===== src/rtl/timer_counter.sv =====
// timer_counter: memory-mapped countdown timer for the CPU data bus.
//
// Register window (16 bytes at BASE, selected by addr[3:2]):
//   0x0 CTRL   bit0 EN, bits[2:1] MODE (01 = auto-reload, else one-shot), bit3 IM
//   0x4 PRESET read/write
//   0x8 COUNT  read-only
//   0xC        reads 0, writes ignored
// Stores use the same byte enables as data memory; reads are combinational.
//
// Optional build macro TC_PRESCALE_EN: when defined, an 8-bit prescaler
// divides the count rate by PRESCALE. When undefined, the count steps every cycle.
//
// Bus handshake: there is no valid/ready pair. A store is addr in the window
// with byteen != 0, and it commits on the rising edge of clk. A read is
// always accepted: rdata follows addr in the same cycle.
module timer_counter #(
    parameter logic [31:0] BASE     = 32'h0000_7F00,
    parameter int unsigned PRESCALE = 4
) (
    input  logic        clk,
    input  logic        reset,
    input  logic [31:0] addr,
    input  logic [3:0]  byteen,
    input  logic [31:0] wdata,
    output logic [31:0] rdata,
    output logic        hit,
    output logic        irq
);

    typedef enum logic [1:0] {
        ST_IDLE = 2'd0,
        ST_LOAD = 2'd1,
        ST_CNT  = 2'd2,
        ST_INT  = 2'd3
    } state_t;

    localparam logic [1:0] OFF_CTRL   = 2'd0;
    localparam logic [1:0] OFF_PRESET = 2'd1;
    localparam logic [1:0] OFF_COUNT  = 2'd2;
    localparam logic [1:0] OFF_RSVD   = 2'd3;

    state_t      state_q, state_d;
    logic [3:0]  ctrl_q, ctrl_d;
    logic [31:0] preset_q, preset_d;
    logic [31:0] count_q, count_d;
    logic        irq_flag_q, irq_flag_d;
    logic        irq_q, irq_d;

    // Decoded CTRL fields.
    logic       ctrl_en;
    logic [1:0] ctrl_mode;
    logic       ctrl_im;
    logic       reload_mode;

    assign ctrl_en     = ctrl_q[0];
    assign ctrl_mode   = ctrl_q[2:1];
    assign ctrl_im     = ctrl_q[3];
    assign reload_mode = (ctrl_mode == 2'b01);

    // Address decode and store strobes.
    logic wr_en;
    logic wr_ctrl;
    logic wr_preset;

    assign hit       = (addr[31:4] == BASE[31:4]);
    assign wr_en     = hit && (byteen != 4'b0000);
    assign wr_ctrl   = wr_en && (addr[3:2] == OFF_CTRL);
    assign wr_preset = wr_en && (addr[3:2] == OFF_PRESET);

    // Byte-lane addressing only; the low address bits carry no register select.
    logic unused_addr_bits;
    assign unused_addr_bits = ^addr[1:0];

    // Requests from the FSM to the register-update logic.
    logic fsm_set_flag;
    logic fsm_clr_flag;
    logic fsm_clr_en;

    // step_tick marks the cycles in which CNT may decrement or test for zero.
    logic step_tick;

`ifdef TC_PRESCALE_EN
    localparam logic [7:0] PSC_LAST = 8'(PRESCALE - 1);

    logic [7:0] psc_q, psc_d;

    assign step_tick = (psc_q == PSC_LAST);

    // Prescaler: cleared on LOAD, advances while counting, wraps on its last value.
    always_comb begin
        psc_d = psc_q;
        if (state_q == ST_LOAD) begin
            psc_d = 8'd0;
        end else if ((state_q == ST_CNT) && ctrl_en) begin
            psc_d = step_tick ? 8'd0 : (psc_q + 8'd1);
        end
    end

    // Prescaler register.
    always_ff @(posedge clk or posedge reset) begin
        if (reset) begin
            psc_q <= 8'd0;
        end else begin
            psc_q <= psc_d;
        end
    end
`else
    assign step_tick = 1'b1;

    logic [31:0] unused_prescale;
    assign unused_prescale = 32'(PRESCALE);
`endif

    // Replace each enabled byte lane of a register, keep the others.
    function automatic logic [31:0] merge_bytes(
        input logic [31:0] old_v,
        input logic [31:0] new_v,
        input logic [3:0]  be
    );
        logic [31:0] res;
        res = old_v;
        for (int i = 0; i < 4; i++) begin
            if (be[i]) begin
                res[8*i +: 8] = new_v[8*i +: 8];
            end
        end
        return res;
    endfunction

    // FSM next state and COUNT update; flag/EN side effects go out as requests.
    always_comb begin
        state_d      = state_q;
        count_d      = count_q;
        fsm_set_flag = 1'b0;
        fsm_clr_flag = 1'b0;
        fsm_clr_en   = 1'b0;
        case (state_q)
            ST_IDLE: begin
                if (ctrl_en) begin
                    state_d = ST_LOAD;
                end
            end
            ST_LOAD: begin
                count_d = preset_q;
                state_d = ST_CNT;
            end
            ST_CNT: begin
                if (!ctrl_en) begin
                    state_d = ST_IDLE;
                end else if (step_tick) begin
                    if (count_q == 32'd0) begin
                        state_d      = ST_INT;
                        fsm_set_flag = 1'b1;
                    end else begin
                        count_d = count_q - 32'd1;
                    end
                end
            end
            ST_INT: begin
                if (reload_mode) begin
                    // Auto-reload: the flag lives exactly one cycle.
                    state_d      = ST_LOAD;
                    fsm_clr_flag = 1'b1;
                end else begin
                    // One-shot: stop, keep the flag until software writes CTRL.
                    state_d    = ST_IDLE;
                    fsm_clr_en = 1'b1;
                end
            end
            default: begin
                state_d = ST_IDLE;
            end
        endcase
    end

    // Register file and flag update; a CTRL store overrides the FSM's EN clear,
    // while the FSM raising the flag wins over a same-edge CTRL store.
    always_comb begin
        ctrl_d     = ctrl_q;
        preset_d   = preset_q;
        irq_flag_d = irq_flag_q;

        if (fsm_clr_en) begin
            ctrl_d[0] = 1'b0;
        end
        if (wr_ctrl) begin
            if (byteen[0]) begin
                ctrl_d = wdata[3:0];
            end
            irq_flag_d = 1'b0;
        end
        if (wr_preset) begin
            preset_d = merge_bytes(preset_q, wdata, byteen);
        end
        if (fsm_clr_flag) begin
            irq_flag_d = 1'b0;
        end
        if (fsm_set_flag) begin
            irq_flag_d = 1'b1;
        end

        irq_d = irq_flag_q & ctrl_im;
    end

    // Combinational read mux; outside the window the bus sees zero.
    always_comb begin
        rdata = 32'd0;
        if (hit) begin
            case (addr[3:2])
                OFF_CTRL:   rdata = {28'd0, ctrl_q};
                OFF_PRESET: rdata = preset_q;
                OFF_COUNT:  rdata = count_q;
                OFF_RSVD:   rdata = 32'd0;
                default:    rdata = 32'd0;
            endcase
        end
    end

    // State registers; reset aborts any count in progress.
    always_ff @(posedge clk or posedge reset) begin
        if (reset) begin
            state_q    <= ST_IDLE;
            ctrl_q     <= 4'd0;
            preset_q   <= 32'd0;
            count_q    <= 32'd0;
            irq_flag_q <= 1'b0;
            irq_q      <= 1'b0;
        end else begin
            state_q    <= state_d;
            ctrl_q     <= ctrl_d;
            preset_q   <= preset_d;
            count_q    <= count_d;
            irq_flag_q <= irq_flag_d;
            irq_q      <= irq_d;
        end
    end

    assign irq = irq_q;

endmodule


===== config.mk =====
export PLATFORM = sky130hd
export DESIGN_NAME = timer_counter
export DESIGN_NICKNAME = d
export VERILOG_FILES = /design/src/rtl/timer_counter.sv
export SDC_FILE = /design/constraint.sdc
export NUM_CORES = 1
export LEC_CHECK = 0
export BUFFER_PORTS_ARGS = -buffer_cell sky130_fd_sc_hd__buf_4
export CAP_MARGIN = 20
export CORE_UTILIZATION = 35
export CTS_CLUSTER_SIZE = 8
export DETAILED_ROUTE_END_ITERATION = 12
export GPL_TIMING_DRIVEN = 0
export PLACE_DENSITY = 0.64
export SLEW_MARGIN = 5
export SYNTH_ARGS = -nofsm -noshare
export SYNTH_HDL_FRONTEND = slang
export SYNTH_SLANG_ARGS = --single-unit

===== constraint.sdc =====
create_clock -name clk -period 6.4 [get_ports clk]
set_input_delay 0.32 -clock clk [delete_from_list [all_inputs] [get_ports clk]]
set_output_delay 0.32 -clock clk [all_outputs]
set_load 0.005 [all_outputs]

==> metrics.cfg <==
[detailed_routing]
firstDrtPassIters=10
drc=4
drt_wl_total_um=13300
via_per_inst=5.80
drt_iter0_drc=412
routedWlPerCell_um=18.2
ant_nets=0
num_vias=4216

[floorplan]
core-area_mm2=0.0116
die_width_um=112
ios=104
die_h_um=112
rows=39
dieArea_mm2=0.0125
initial_core_util_pct=36.4

[yosys]
syn_area_per_cell_um2=9.09
syn_area_mm2=0.00423
ys_async_sr_fraction_pct=100
synthDistinctLibCells=52
ys_ff_latch=72
synth_area_leader_cell=dfrtp_1
synthFlopType=dfrtp_1
synth_edf_count=0
synthCells=465
ys_seq_area_share_pct=42.6
yosys_warnings=0
synth.top_cell.area_share_pct=42.6
syn_nets=536
synthTopCellsByArea=dfrtp_1 (43%), mux2_2 (9.3%), a22oi_1 (6.2%)

[clock_network]
htree_levels=3
numClockSinks=72
cts_tree=yes
root_buffer=clkbuf_16
cts_resized=0
cts_setup_buffers=0
clk_pin_slew_ns=0.06
cts_buffers=9
clk_latency_ns=0.34
clock_path_buffers=2

[placed_design]
place_ws_ns=3.04
port_buffers=100
finalWeightedCongestion=0.904
place_inst=710
place_hpwl_um=9530

[pwr]
ir_drop_mv=0.140
power.density_mw_per_mm2=178
total_power_mw=0.979
p_leak_nw=2.44

[finish]
drive_gt1_share_pct=28.8
final_cells=727
fin_nets=650
syn2layout_area_growth_pct=29.8
final_util_pct=47.2
num_antenna_cells=0

[global_routing]
grt_pass1_vias=4144
grt_use_total_pct=22.0
grt_pass1_wl_um=21600
grt.overflow.total=0
grt_start_max_net_pins=48
grt_antenna_before_repair=0

[status]
outcome=finished, violations left
violations=DRC

[sta]
worst_slack_ns=2.92
finalSetupViolations=0
layout_min_cycle_time_ns=3.48
fin_crit_sh_pct=54.3
slew_headroom_pct=37.0
worst_pin_slew_ns=0.937
skew_ns=0.00756
hold_viol_final=0
setup_tns_ns=0
rsz0062_at_grt=no
fmax_mhz=288
slew_viol_final=0

[critical_path]
start_kind=flip-flop
crit_required_ns=6.65
worstPathArrival_ns=3.72
cp_max_fo=10
crit_type=flip-flop to flip-flop
end_kind=flip-flop

[worst_hold_path]
hold_path.class=primary input to flip-flop

[run]
cap_viol_max_count=0

==> cell usage after synthesis, drive strengths merged (6+ instances only) <==
| cell type | n |
|---|---|
| mux2i | 6 |
| nor4 | 18 |
| nor3 | 18 |
| nand2 | 12 |
| dfrtp | 72 |
| a22oi | 35 |
| a21oi | 36 |
| clkbuf | 34 |
| inv | 6 |
| buf | 8 |
| and3 | 8 |
| or4 | 9 |
| nor2 | 57 |
| mux2 | 35 |
| o21ai | 47 |
| nand4 | 6 |
==> flip-flops by register name, indices dropped and copies added (netlist names) <==
signal      cells
irq             1
ctrl_q          4
irq_flag_q      1
preset_q       32
count_q        32
state_q         2
==> worst paths after layout <==
check                           start      endpoint  slack [ns]  depth (start not counted)
max                        count_q[0]    count_q[2]        2.92                         10
min                         wdata[28]  preset_q[28]        0.21                          2
max reg2reg                count_q[0]    count_q[2]        2.92                         10
min reg2reg                 ctrl_q[3]           irq        0.52                          1
max in group asynchronous       reset  preset_q[20]        5.33                          4
min in group asynchronous       reset           irq        0.51                          3
==> worst max-delay path, cell delays in order (launching register included) <==
cell and delay [ns]:
dfrtp_1 0.44, inv_1 0.09, ha_1 0.18, or3b_2 0.45, clkbuf_1 0.21, or4_1 0.49, buf_4 0.19, nor4_4 0.50
clkbuf_1 0.49, o21ai_0 0.21, o21ai_0 0.12
==> what timing repair did <==
action | 4_1_cts | 5_1_grt
hold buffers | 1 | 0
setup endpoints to repair | 0 | 0
endpoints found under the hold margin | 25 | 0
==> report_power, final <==
group	switching [mW]	internal [mW]	total, mW
combinational	0.0252	0.0305	0.0557
sequential	0.0000000242	0.455	0.455
clock	0.198	0.270	0.468
total	0.223	0.756	0.979
==> logic make-up (layout without fill, tap and decap cells) <==
logic type,after synthesis,count (layout),share of synthesized area [%]
multiplexers,41,41,10.7
buffers and inverters,48,167,5.03
AND/OR/NAND/NOR,152,152,19.2
AO/OA/AOI/OAI,151,151,22.1
adder cells (fa/ha/maj),1,1,0.296
flip-flops,72,72,42.6
==> cells in the final DEF (no fill, tap or decap), types with 4 or more instances in the layout <==
| cell | instances |
|---|---|
| buf_4 | 101 |
| dfrtp_1 | 72 |
| nor2_1 | 57 |
| o21ai_0 | 44 |
| a21oi_1 | 36 |
| mux2_2 | 35 |
| a22oi_1 | 35 |
| clkbuf_1 | 34 |
| nor3_1 | 18 |
| nor4_1 | 16 |
| nand2_1 | 11 |
| clkbuf_16 | 9 |
| or4_1 | 8 |
| and3_1 | 8 |
| nand4_1 | 6 |
| mux2i_1 | 6 |
| nor2b_1 | 5 |
| nand3_1 | 5 |
| inv_1 | 5 |
| a31oi_1 | 5 |
| o22ai_1 | 5 |
| clkinv_2 | 4 |
==> final cells by class <==
class | count | area, um^2
timing repair buffer | 103 | 798
sequential | 72 | 1800
buffer | 42 | 190
fill | 1135 | 6130
tap | 143 | 179
clock buffer | 10 | 239
inverter | 6 | 25.0
multi-input combinational | 345 | 2220
clock inverter | 6 | 35.0
==> metrics by stage <==
stage / cell area, um^2 / hold WS (ns)
finish: 5490 / 0.206
global route: 5490 / 0.208
CTS: 5490 / 0.207
detailed placement: 5200 / 0.327
global placement: 5160 / 0.503
floorplan: 4230 / 0.447
==> metal layers <==
metal  track usage [%]  routed length [um]
met1              29.3                5930
met2              35.3                6240
met3              4.79                 910
met4              7.21                 179
met5                 0                   0
Power figures use the tool's default switching activity.
